===== src/rtl/inst_loader_pkg.sv =====
// rtl/inst_loader_pkg.sv - shared FSM state type and word-assembly constants for inst_loader
package inst_loader_pkg;

    // Bytes assembled into one instruction or header word.
    localparam int BYTES_PER_WORD = 4;
    localparam int BYTE_IDX_W     = 2;

    typedef enum logic [1:0] {
        IDLE   = 2'd0,
        HEADER = 2'd1,
        BODY   = 2'd2,
        FINISH = 2'd3
    } state_e;

endpackage


===== src/rtl/inst_loader_byte_packer.sv =====
// rtl/inst_loader_byte_packer.sv - big-endian byte-to-word packer shared by header and body phases
//
// Ports:
//   CLK, reset     : clock, synchronous active-high reset
//   clear_i        : discard any partial word; a byte presented in the same cycle
//                    becomes byte 0 of a fresh word
//   valid_i/data_i : incoming byte
//   word_o         : assembled word (previous three bytes plus data_i)
//   word_valid_o   : high in the cycle the 4th byte of a word is presented
module byte_packer (
    input  logic        CLK,
    input  logic        reset,
    input  logic        clear_i,
    input  logic        valid_i,
    input  logic [7:0]  data_i,
    output logic [31:0] word_o,
    output logic        word_valid_o
);
    import inst_loader_pkg::*;

    localparam logic [BYTE_IDX_W-1:0] LAST_IDX = BYTE_IDX_W'(BYTES_PER_WORD - 1);

    logic [BYTE_IDX_W-1:0] idx_q, idx_d, idx_eff;
    logic [23:0]           shift_q, shift_d, shift_eff;

    always_comb begin
        idx_eff   = clear_i ? '0 : idx_q;
        shift_eff = clear_i ? '0 : shift_q;
        idx_d     = idx_eff;
        shift_d   = shift_eff;
        if (valid_i) begin
            // Index wraps 3 -> 0 naturally through the 2-bit add.
            idx_d   = idx_eff + 1'b1;
            shift_d = {shift_eff[15:0], data_i};
        end
        word_o       = {shift_eff, data_i};
        word_valid_o = valid_i && (idx_eff == LAST_IDX);
    end

    always_ff @(posedge CLK) begin
        if (reset) begin
            idx_q   <= '0;
            shift_q <= '0;
        end else begin
            idx_q   <= idx_d;
            shift_q <= shift_d;
        end
    end

endmodule


===== src/rtl/inst_loader.sv =====
// rtl/inst_loader.sv - serial byte stream to instruction-memory word loader
//
// Stream format: 4-byte big-endian word count N, then N big-endian words.
// Optional feature macro: INST_LOADER_TIMEOUT_EN (inter-byte timeout abort).
//
// Ports:
//   CLK, reset        : clock, synchronous active-high reset
//   rx_data, rx_valid : received byte and its one-cycle strobe
//   loader_data       : last instruction word written (held between words)
//   loader_ready      : one-cycle write strobe for loader_data
//   loader_enable     : high for the whole load session
//   load_done         : one-cycle pulse on normal session end
//   overflow          : sticky, header count exceeded memory depth
//   timeout_err       : sticky, session aborted on inter-byte timeout
module inst_loader #(
    parameter int ADDR_WIDTH     = 2,
    parameter int TIMEOUT_CYCLES = 1000000
) (
    input  logic        CLK,
    input  logic        reset,
    input  logic [7:0]  rx_data,
    input  logic        rx_valid,
    output logic [31:0] loader_data,
    output logic        loader_ready,
    output logic        loader_enable,
    output logic        load_done,
    output logic        overflow,
    output logic        timeout_err
);
    import inst_loader_pkg::*;

    // Memory depth widened to 33 bits so N up to 2^32-1 compares without wrap.
    localparam logic [32:0] DEPTH = 33'd1 << ADDR_WIDTH;

    state_e      state_q, state_d;
    logic        enable_q, enable_d;
    logic        ready_q, ready_d;
    logic        done_q, done_d;
    logic        ovf_q, ovf_d;
    logic [31:0] data_q, data_d;
    logic [31:0] n_q, n_d;
    logic [31:0] wcnt_q, wcnt_d;

    logic        pk_clear, pk_valid, pk_word_valid;
    logic [31:0] pk_word;

`ifdef INST_LOADER_TIMEOUT_EN
    localparam logic [31:0] TO_LAST = 32'(TIMEOUT_CYCLES - 1);
    logic        tmo_q, tmo_d;
    logic [31:0] to_cnt_q, to_cnt_d;
`endif

    byte_packer u_packer (
        .CLK          (CLK),
        .reset        (reset),
        .clear_i      (pk_clear),
        .valid_i      (pk_valid),
        .data_i       (rx_data),
        .word_o       (pk_word),
        .word_valid_o (pk_word_valid)
    );

    always_comb begin
        state_d  = state_q;
        enable_d = enable_q;
        ready_d  = 1'b0;
        done_d   = 1'b0;
        ovf_d    = ovf_q;
        data_d   = data_q;
        n_d      = n_q;
        wcnt_d   = wcnt_q;
        pk_clear = 1'b0;
        pk_valid = 1'b0;
`ifdef INST_LOADER_TIMEOUT_EN
        tmo_d    = tmo_q;
        to_cnt_d = '0;
`endif

        case (state_q)
            IDLE: begin
                if (rx_valid) begin
                    // Session start: this byte is header byte 0 of a clean packer.
                    state_d  = HEADER;
                    enable_d = 1'b1;
                    ovf_d    = 1'b0;
                    n_d      = '0;
                    wcnt_d   = '0;
                    pk_clear = 1'b1;
                    pk_valid = 1'b1;
`ifdef INST_LOADER_TIMEOUT_EN
                    tmo_d    = 1'b0;
`endif
                end
            end
            HEADER: begin
                pk_valid = rx_valid;
                if (pk_word_valid) begin
                    n_d     = pk_word;
                    wcnt_d  = '0;
                    ovf_d   = ({1'b0, pk_word} > DEPTH);
                    state_d = (pk_word == '0) ? FINISH : BODY;
                end
            end
            BODY: begin
                pk_valid = rx_valid;
                if (pk_word_valid) begin
                    // Words beyond memory depth are consumed but never written.
                    if ({1'b0, wcnt_q} < DEPTH) begin
                        data_d  = pk_word;
                        ready_d = 1'b1;
                    end
                    wcnt_d = wcnt_q + 32'd1;
                    if (({1'b0, wcnt_q} + 33'd1) == {1'b0, n_q}) begin
                        state_d = FINISH;
                    end
                end
            end
            FINISH: begin
                // One-cycle tail keeps enable high across the last write strobe.
                state_d  = IDLE;
                enable_d = 1'b0;
                done_d   = 1'b1;
            end
            default: state_d = IDLE;
        endcase

`ifdef INST_LOADER_TIMEOUT_EN
        if ((state_q == HEADER) || (state_q == BODY)) begin
            if (!rx_valid) begin
                to_cnt_d = to_cnt_q + 32'd1;
                if (to_cnt_q == TO_LAST) begin
                    state_d  = IDLE;
                    enable_d = 1'b0;
                    tmo_d    = 1'b1;
                    pk_clear = 1'b1;
                    to_cnt_d = '0;
                end
            end
        end
`endif
    end

    always_ff @(posedge CLK) begin
        if (reset) begin
            state_q  <= IDLE;
            enable_q <= 1'b0;
            ready_q  <= 1'b0;
            done_q   <= 1'b0;
            ovf_q    <= 1'b0;
            data_q   <= '0;
            n_q      <= '0;
            wcnt_q   <= '0;
`ifdef INST_LOADER_TIMEOUT_EN
            tmo_q    <= 1'b0;
            to_cnt_q <= '0;
`endif
        end else begin
            state_q  <= state_d;
            enable_q <= enable_d;
            ready_q  <= ready_d;
            done_q   <= done_d;
            ovf_q    <= ovf_d;
            data_q   <= data_d;
            n_q      <= n_d;
            wcnt_q   <= wcnt_d;
`ifdef INST_LOADER_TIMEOUT_EN
            tmo_q    <= tmo_d;
            to_cnt_q <= to_cnt_d;
`endif
        end
    end

    assign loader_data   = data_q;
    assign loader_ready  = ready_q;
    assign loader_enable = enable_q;
    assign load_done     = done_q;
    assign overflow      = ovf_q;

`ifdef INST_LOADER_TIMEOUT_EN
    assign timeout_err = tmo_q;
`else
    logic unused_timeout_cycles;
    assign unused_timeout_cycles = ^TIMEOUT_CYCLES;
    assign timeout_err           = 1'b0;
`endif

endmodule


===== config.mk =====
export PLATFORM = sky130hd
export DESIGN_NAME = inst_loader
export DESIGN_NICKNAME = d
export VERILOG_FILES = /design/src/rtl/inst_loader_pkg.sv /design/src/rtl/inst_loader_byte_packer.sv /design/src/rtl/inst_loader.sv
export SDC_FILE = /design/constraint.sdc
export NUM_CORES = 1
export LEC_CHECK = 0
export ABC_AREA = 0
export CORE_UTILIZATION = 45
export DETAILED_ROUTE_END_ITERATION = 6
export PLACE_DENSITY = 0.72
export SYNTH_ARGS = -nofsm -noshare
export SYNTH_HDL_FRONTEND = slang
export SYNTH_SLANG_ARGS = --single-unit

===== constraint.sdc =====
create_clock -name CLK -period 4.3 [get_ports CLK]
set_clock_uncertainty 0.1 [all_clocks]
set_input_delay 0.86 -clock CLK [delete_from_list [all_inputs] [get_ports CLK]]
set_output_delay 0.86 -clock CLK [all_outputs]
set_load 0.05 [all_outputs]

==> results of run 1 <==
[worst min-delay path: cells and delay by family, from the launching register on]
kind | cells | cell delay [ps]
AOI/OAI and AO/OA | 1 | 50
and+or+nand+nor | 1 | 50
DFF | 1 | 310
[metrics by stage]
stage	worst slack [ps]	power [W]	cells	cell area, um2
after CTS	942	0.00354	1032	7460
final	904	0.00353	1032	7460
after floorplan	1230	0.00177	839	6360
after detailed placement	607	0.00196	1000	6820
after global routing	762	0.00368	1032	7460
after global placement	707	0.00195	1000	6820
[flip-flops by register name (all words and copies together) (netlist names)]
register          count
load_done             1
loader_data          32
loader_enable         1
loader_ready          1
n_q                  32
overflow              1
state_q               2
u_packer.idx_q        2
u_packer.shift_q     24
wcnt_q               32
[power by group]
group | total, W | internal (W) | switching (W)
sequential | 0.00125 | 0.00121 | 0.0000361
clock | 0.00159 | 0.00103 | 0.000555
combinational | 0.000695 | 0.000207 | 0.000488
[worst max path at each step]
stage / start / to
6_report: wcnt_q[0]$_SDFFE_PP0P_ / state_q[0]$_SDFFE_PP0P_
5_1_grt: wcnt_q[0]$_SDFFE_PP0P_ / state_q[0]$_SDFFE_PP0P_
4_1_cts: wcnt_q[0]$_SDFFE_PP0P_ / state_q[0]$_SDFFE_PP0P_
3_5_place_dp: rx_valid / state_q[0]$_SDFFE_PP0P_
3_3_place_gp: rx_valid / state_q[0]$_SDFFE_PP0P_
2_1_floorplan: rx_valid / state_q[0]$_SDFFE_PP0P_
[kinds of logic after synthesis]
logic type | after synthesis | share of synthesized area, %
adder cells (fa/ha/maj) | 7 | 1.38
multiplexers | 5 | 0.807
AO/OA/AOI/OAI | 175 | 16.3
AND/OR/NAND/NOR | 396 | 29.5
buffers and inverters | 82 | 5.41
flip-flops | 128 | 40.3
XOR/XNOR | 45 | 6.20
other | 1 | 0.0590
[routing by layer]
layer | share of wire, % | GRT usage [%]
met4 | 2.6 | 10.3
met2 | 45 | 36.1
met1 | 46 | 34.1
met3 | 7.0 | 5.55
met5 | 0 | 0
[layout by cell type (no fill, tap or decap), drive strengths merged, types with 8 or more instances in the layout]
cell type | synthesis | final
nand4 | 15 | 15
o21ai | 19 | 19
nand2 | 142 | 142
clkbuf | 63 | 20
xor2 | 21 | 21
a21oi | 98 | 98
and4 | 10 | 10
buf | 13 | 12
xnor2 | 24 | 24
nor3 | 26 | 26
nor2 | 87 | 87
clkdlybuf4s50 | 0 | 45
nor4 | 24 | 24
a32oi | 8 | 8
nand3 | 53 | 53
a22oi | 26 | 26
dfxtp | 128 | 128
[final cells by class]
cell class	instances	area (um2)	share of cell area, %
clock buffer	20	437	5.85
timing repair buffer	57	553	7.41
clock inverter	12	209	2.80
sequential	128	2560	34.3
tap	180	225	3.02
multi-input combinational	629	3450	46.3
inverter	6	22.5	0.302
==> run_results.csv, run 1 <==
group,metric,value,unit
status,status,"completed",
grt,antenna_found_initial,0,
clock_tree,cts_num_sinks,128,
min_path,hp-start,"loader_data[5]$_SDFFE_PP0P_",
power_and_ir_drop,vdd_drop_max,0.278,mV
synthesis,yosysTopAreaCell,"dfxtp_1",
synthesis,syn-num-nets,857,
synthesis,synth_edf_count,0,
worst_setup_path,crit_chain,"ha_1 -> nand3_2 -> or4_4 -> or4_4 -> xnor2_1 -> o21ai_1 -> nor4_2 -> a31oi_1 -> mux2_1",
place,place_hpwl,11200,um
worst_setup_path,rrSetupSlack,900,ps
synthesis,ys_seq_area_share,40.3,%
final_layout,syn_to_final_growth,17.4,%
timing,slew_violations,0,
worst_setup_path,crit_cells,9,
worst_setup_path,end_kind,"flip-flop",
synthesis,synth.top_cells.by_count,"nand2_1, dfxtp_1, a21oi_1, nor2_1, clkbuf_1",
timing,max_freq,294,MHz
place,portBuffers,46,
final_layout,diodes,0,
synthesis,syn_area,6360,um2
grt,grt_max_degree,43,
worst_setup_path,cpMostUsedCell,"or4_4",
final_layout,fillers,1243,
worst_setup_path,crit_buf_inv,0,
timing,worst_pin_slew,1010,ps
worst_setup_path,rr_startpoint,"wcnt_q[0]$_SDFFE_PP0P_",
floorplanning,ios,48,
worst_setup_path,criticalPathCategory,"flip-flop to flip-flop",
worst_setup_path,crit_path_top_delay_cell,"or4_4",
synthesis,synth_cell_types,55,
grt,grt_pass1_wl,28000,um
synthesis,syn_inst,839,
floorplanning,start_util,46.0,%
synthesis,yosysMostFrequentCell,"nand2_1",
clock_tree,cts_tree,"yes",
final_layout,layout-drive-gt1-share,5.87,%
final_layout,final_util,54.0,%
clock_tree,cts_buffers,17,
grt,grt-ovfl-total,0,
drt,viasPerCell,5.82,
synthesis,ys_top_cells_by_area,"dfxtp_1, nand2_1, a21oi_1",
timing,finalCritPeriodShare,79.0,%
floorplanning,dieArea,14600,um2
worst_setup_path,required,4520,ps
worst_setup_path,path_delay_family,"simple AND/OR/NAND/NOR gates",
grt,grt_pass1_vias,5321,
timing,fin_crit,3400,ps
timing,relSlewSlack,33.0,%
synthesis,synth-main-ff-cell,"dfxtp_1",
floorplanning,core_area,13800,um2
synthesis,synthArstFlopShare,0,%
worst_setup_path,cp.arrival,3620,ps
power_and_ir_drop,power_density,474,nW/um2
final_layout,nNetsFinal,857,
power_and_ir_drop,power.leakage,2.63,nW
clock_tree,clk_latency,430,ps
min_path,hp-class,"flip-flop to flip-flop",
min_path,hold_depth,2,
floorplanning,die_x,121,um
timing,timing.final.hold_violations,0,
floorplanning,die_h,121,um
place,gp_congestion,0.897,
clock_tree,cts_buffer_depth,2,
grt,grtUsageTotal,24.5,%
drt,post_drt_wl_per_cell,16.4,um
clock_tree,htree_levels,4,
worst_setup_path,max_stage_delay,620,ps
timing,rsz0062_at_grt,"false",
clock_tree,cts_hold_buf,0,
timing,tns,0,ps
drt,vias,6007,
drt,drc,0,
min_path,holdPathEnd,"loader_data[5]$_SDFFE_PP0P_",
timing,setup_violations,0,
clock_tree,cts_setup_buffers,0,
timing,fin_hold_ws,349,ps
drt,dr.pass1.iters,5,
synthesis,synth-seq-cells,128,
clock_tree,clk_pin_slew,60,ps
flow_run,maxCapViolations,0,
drt,ant_nets,0,
worst_setup_path,worstRegToRegCells,9,
synthesis,synth.avg_cell_area,7.58,um2
worst_setup_path,path_max_fanout,7,
drt,routed_wirelength,16900,um
clock_tree,cts_root_buf,"clkbuf_16",
worst_setup_path,timing.rr.end,"state_q[0]$_SDFFE_PP0P_",
clock_tree,cts_resized,0,
floorplanning,num_rows,43,
worst_setup_path,startpoint_type,"flip-flop",
synthesis,yosysTopAreaCellShare,40.3,%
synthesis,yosysWarnings,0,
drt,drt-initial-drc-count,370,
No activity file was read; power rests on OpenSTA's default activity.
==> inputs of run 2 (changes only) <==
Settings changed: PLACE_DENSITY 0.72 to 0.74.
Clock period 4.3 ns to 3.1 ns, I/O delays scaled along.
==> run 2 against run 1 <==
Compared with the run above: sequential power is 38% higher; non-clock buffer count up 45; die area is the same; sequential share of layout area shrank 1.4 points; highest routed layer unchanged; setup slack got worse by 740 ps; global-route usage is 0.10 points higher; largest cell class unchanged; via count is 3.9% higher; critical path depth stayed put; first-iteration DRC count grew 23%.
==> run_results.csv, run 2 (synthesized netlist as in run 1, its figures left out) <==
group,metric,value,unit
grt,grtUsageTotal,24.6,%
power_and_ir_drop,vdd_drop_max,0.460,mV
place,gp_congestion,0.928,
drt,viasPerCell,5.79,
final_layout,final_common_cell,"nand2_1",
drt,vias,6239,
min_path,hp-start,"loader_data[29]$_SDFFE_PP0P_",
floorplanning,core_area,13800,um2
final_layout,final_cells,1077,
clock_tree,cts_num_sinks,128,
grt,antenna_found_initial,0,
drt,ant_nets,0,
floorplanning,ios,48,
power_and_ir_drop,power.leakage,2.86,nW
timing,finalCritPeriodShare,94.6,%
worst_setup_path,crit_path_top_delay_cell,"or4_4",
drt,dr.pass1.iters,5,
grt,grt-ovfl-total,0,
worst_setup_path,timing.rr.end,"state_q[0]$_SDFFE_PP0P_",
timing,relSlewSlack,58.5,%
worst_setup_path,crit_buf_inv,0,
worst_setup_path,end_kind,"flip-flop",
worst_setup_path,cp.arrival,3150,ps
drt,routed_wirelength,17400,um
grt,grt_pass1_wl,28400,um
min_path,holdPathEnd,"loader_data[29]$_SDFFE_PP0P_",
worst_setup_path,cpMostUsedCell,"or4_4",
final_layout,layout-drive-gt1-share,11.0,%
final_layout,diodes,0,
clock_tree,htree_levels,4,
clock_tree,cts_buffers,17,
timing,fin_hold_ws,350,ps
final_layout,final_util,56.3,%
worst_setup_path,startpoint_type,"flip-flop",
clock_tree,cts_root_buf,"clkbuf_16",
timing,max_freq,341,MHz
worst_setup_path,path_max_fanout,4,
floorplanning,num_rows,43,
floorplanning,die_h,121,um
place,dp.cells,1045,
drt,post_drt_wl_per_cell,16.2,um
final_layout,mostFrequentLayoutCells,"nand2_1, dfxtp_1, a21oi_1, nor2_1, buf_4",
worst_setup_path,crit_chain,"ha_1 -> nand3_2 -> or4_4 -> or4_4 -> xnor2_1 -> o21ai_1 -> nor4_2 -> a31oi_1 -> mux2_1",
drt,drc,0,
timing,rsz0062_at_grt,"false",
floorplanning,die_x,121,um
worst_setup_path,max_stage_delay,590,ps
min_path,hp-class,"flip-flop to flip-flop",
final_layout,syn_to_final_growth,22.5,%
timing,worst_pin_slew,617,ps
min_path,hold_depth,2,
final_layout,fillers,1244,
worst_setup_path,rr_startpoint,"wcnt_q[1]$_SDFFE_PP0P_",
worst_setup_path,path_delay_family,"simple AND/OR/NAND/NOR gates",
final_layout,nNetsFinal,902,
clock_tree,clk_latency,430,ps
worst_setup_path,worstRegToRegCells,9,
clock_tree,clk_pin_slew,60,ps
place,place_hpwl,11800,um
status,status,"completed",
timing,setup_violations,0,
worst_setup_path,required,3310,ps
clock_tree,cts_tree,"yes",
floorplanning,start_util,46.0,%
grt,grt_pass1_vias,5523,
clock_tree,cts_setup_buffers,0,
power_and_ir_drop,total_power,0.00495,W
power_and_ir_drop,power_density,635,nW/um2
timing,fin_crit,2930,ps
place,portBuffers,46,
grt,grt_max_degree,43,
timing,timing.final.hold_violations,0,
clock_tree,cts_hold_buf,0,
worst_setup_path,criticalPathCategory,"flip-flop to flip-flop",
timing,slew_violations,0,
clock_tree,cts_buffer_depth,2,
floorplanning,dieArea,14600,um2
flow_run,maxCapViolations,0,
clock_tree,cts_resized,0,
worst_setup_path,rrSetupSlack,170,ps
drt,drt-initial-drc-count,454,
run 2: area by class of cell:
type / count / area (um2) / area share, %
multi-input combinational: 629 / 3460 / 44.4
sequential: 128 / 2560 / 32.9
timing repair buffer: 102 / 891 / 11.4
clock buffer: 20 / 447 / 5.73
tap: 180 / 225 / 2.89
clock inverter: 12 / 183 / 2.35
inverter: 6 / 22.5 / 0.289
run 2: stage by stage:
stage / setup TNS [ps] / area (um2) / worst slack, ps
3_5_place_dp: -290 / 7150 / -177
4_1_cts: 0 / 7780 / 66.8
3_3_place_gp: -106 / 7150 / -84.7
5_1_grt: 0 / 7790 / 26.4
6_report: 0 / 7790 / 167
2_1_floorplan: 0 / 6360 / 133
run 2: power breakdown:
part           total, W  leakage [nW]  switching (W)  internal [W]
logic           0.00109          1.52       0.000721      0.000369
clock network   0.00212         0.309       0.000752       0.00137
registers       0.00173          1.03      0.0000476       0.00169
run 2: layer usage:
metal	vias to the layer above	wire [um]	track usage, %
met5	-	0	0
met4	0	498	9.72
met3	40	1140	5.40
met2	225	7980	38.2
met1	2942	7810	33.0
li1	3032	-	-
run 2: worst min-delay path, stage by stage (launching register included):
cell and delay, ps:
dfxtp_1 310, nand2_1 50, a21oi_1 50
run 2: worst max path at each step:
| stage | start | cells past startpoint | to | slack (ps) |
|---|---|---|---|---|
| after floorplan | wcnt_q[0]$_SDFFE_PP0P_ | 9 | state_q[0]$_SDFFE_PP0P_ | 130 |
| after global placement | rx_valid | 11 | state_q[0]$_SDFFE_PP0P_ | -80 |
| after detailed placement | rx_valid | 11 | state_q[0]$_SDFFE_PP0P_ | -180 |
| after CTS | state_q[1]$_SDFFE_PP0P_ | 12 | state_q[0]$_SDFFE_PP0P_ | 70 |
| after global routing | state_q[0]$_SDFFE_PP0P_ | 12 | state_q[0]$_SDFFE_PP0P_ | 30 |
| final | wcnt_q[1]$_SDFFE_PP0P_ | 9 | state_q[0]$_SDFFE_PP0P_ | 170 |
==> inputs of run 3 (changes only) <==
Settings changed: GPL_TIMING_DRIVEN set to 0.
==> run 3 against run 2 <==
Compared with the run above: combinational power about the same; cell area decreased by 0.88%; via count increased by 1.1%; fmax decreased by 2.9%; critical endpoint unchanged; utilization decreased by 0.50 points.
==> run_results.csv, run 3 (synthesized netlist as in run 1, its figures left out) <==
group,metric,value,unit
floorplanning,die_x,121,um
drt,viasPerCell,5.77,
flow_run,maxCapViolations,0,
place,portBuffers,45,
floorplanning,num_rows,43,
grt,grt-ovfl-total,0,
timing,max_freq,331,MHz
floorplanning,dieArea,14600,um2
min_path,hold_depth,2,
clock_tree,htree_levels,4,
floorplanning,core_area,13800,um2
timing,finalCritPeriodShare,97.4,%
timing,fin_hold_ws,349,ps
clock_tree,clk_latency,430,ps
worst_setup_path,path_max_fanout,10,
min_path,hp-start,"loader_data[4]$_SDFFE_PP0P_",
drt,vias,6310,
drt,drc,0,
min_path,holdPathEnd,"loader_data[4]$_SDFFE_PP0P_",
clock_tree,clk_pin_slew,60,ps
timing,relSlewSlack,52.2,%
worst_setup_path,cp.arrival,3230,ps
power_and_ir_drop,power_density,613,nW/um2
final_layout,nNetsFinal,919,
final_layout,fillers,1279,
status,status,"completed",
timing,worst_pin_slew,717,ps
final_layout,layout-drive-gt1-share,9.76,%
clock_tree,cts_buffer_depth,2,
timing,timing.final.hold_violations,0,
grt,grt_pass1_vias,5853,
worst_setup_path,criticalPathCategory,"flip-flop to flip-flop",
place,gp_congestion,0.932,
floorplanning,die_h,121,um
power_and_ir_drop,power.leakage,2.71,nW
worst_setup_path,rrSetupSlack,80,ps
drt,post_drt_wl_per_cell,17.2,um
drt,dr.pass1.iters,6,
clock_tree,cts_num_sinks,128,
timing,setup_violations,0,
clock_tree,cts_tree,"yes",
final_layout,mostFrequentLayoutCells,"nand2_1, dfxtp_1, a21oi_1, nor2_1, nand3_1",
grt,antenna_found_initial,1,
grt,grtUsageTotal,26.8,%
drt,ant_nets,0,
worst_setup_path,required,3310,ps
worst_setup_path,end_kind,"flip-flop",
worst_setup_path,worstRegToRegCells,10,
grt,grt_pass1_wl,30300,um
timing,slew_violations,0,
worst_setup_path,startpoint_type,"flip-flop",
worst_setup_path,rr_startpoint,"wcnt_q[10]$_SDFFE_PP0P_",
grt,grt_max_degree,17,
floorplanning,start_util,46.0,%
clock_tree,cts_root_buf,"clkbuf_16",
clock_tree,cts_buffers,17,
drt,drt-initial-drc-count,495,
min_path,hp-class,"flip-flop to flip-flop",
power_and_ir_drop,vdd_drop_max,0.373,mV
final_layout,syn_to_final_growth,21.5,%
drt,routed_wirelength,18800,um
floorplanning,ios,48,
timing,fin_crit,3020,ps
place,place_hpwl,13000,um
worst_setup_path,timing.rr.end,"state_q[0]$_SDFFE_PP0P_",
final_layout,final_common_cell,"nand2_1",
final_layout,final_util,55.8,%
## run 3: layout make-up
| class | instances | area, um2 | area share, % |
|---|---|---|---|
| Antenna cell | 1 | 2.50 | 0.0324 |
| Buffer | 67 | 308 | 3.99 |
| Clock buffer | 21 | 460 | 5.96 |
| Clock inverter | 9 | 87.6 | 1.13 |
| Inverter | 6 | 22.5 | 0.292 |
| Multi-Input combinational cell | 629 | 3540 | 45.8 |
| Sequential cell | 128 | 2570 | 33.3 |
| Tap cell | 180 | 225 | 2.92 |
| Timing Repair Buffer | 52 | 505 | 6.55 |
## run 3: how the worst max path moves through the flow
stage	startpoint	endpoint	slack [ps]	cells past startpoint
finish	wcnt_q[10]$_SDFFE_PP0P_	state_q[0]$_SDFFE_PP0P_	80	10
global route	wcnt_q[19]$_SDFFE_PP0P_	state_q[0]$_SDFFE_PP0P_	-5	9
CTS	wcnt_q[4]$_SDFFE_PP0P_	state_q[0]$_SDFFE_PP0P_	5	9
detailed placement	rx_valid	wcnt_q[16]$_SDFFE_PP0P_	-1110	13
global placement	rx_valid	wcnt_q[17]$_SDFFE_PP0P_	-1140	13
floorplan	wcnt_q[0]$_SDFFE_PP0P_	state_q[0]$_SDFFE_PP0P_	130	9
## run 3: worst max-delay path, cell delays in order, from the launching register on
cell and delay [ps]:
dfxtp_1 300, buf_2 200, and4_1 200, buf_2 160
nand4_1 210, or3_1 410, clkbuf_1 200, a211o_1 290
a211oi_2 330, a31oi_4 180, mux2_1 330
## run 3: routing by layer
metal	global-route usage, %	part of all wire (%)	vias to the layer above
met5	0	0	-
met4	14.1	3.4	0
met3	4.28	6.9	56
met2	42.4	45	264
met1	35.0	45	2928
li1	-	-	3062
## run 3: power breakdown
| group | internal (W) | switching, W |
|---|---|---|
| logic | 0.000330 | 0.000782 |
| registers | 0.00169 | 0.0000547 |
| clock network | 0.00113 | 0.000747 |
## run 3: timing repair
| action | 4_1_cts | 5_1_grt |
|---|---|---|
| pin swaps | 4 | 4 |
| gates resized for setup | 22 | 26 |
| buffers inserted | 3 | 4 |
| setup endpoints to repair | 72 | 67 |
| hold buffers | 0 | 0 |
## run 3: per-stage QoR
stage	setup TNS [ps]	cell area [um2]	instances	setup slack, ps	power (W)
2_1_floorplan	0	6360	839	133	0.00245
3_3_place_gp	-36040	7030	1064	-1140	0.00276
3_5_place_dp	-36130	7030	1064	-1110	0.00277
4_1_cts	0	7650	1094	4.62	0.00469
5_1_grt	-4.88	7720	1093	-4.88	0.00493
6_report	0	7720	1093	80.4	0.00473
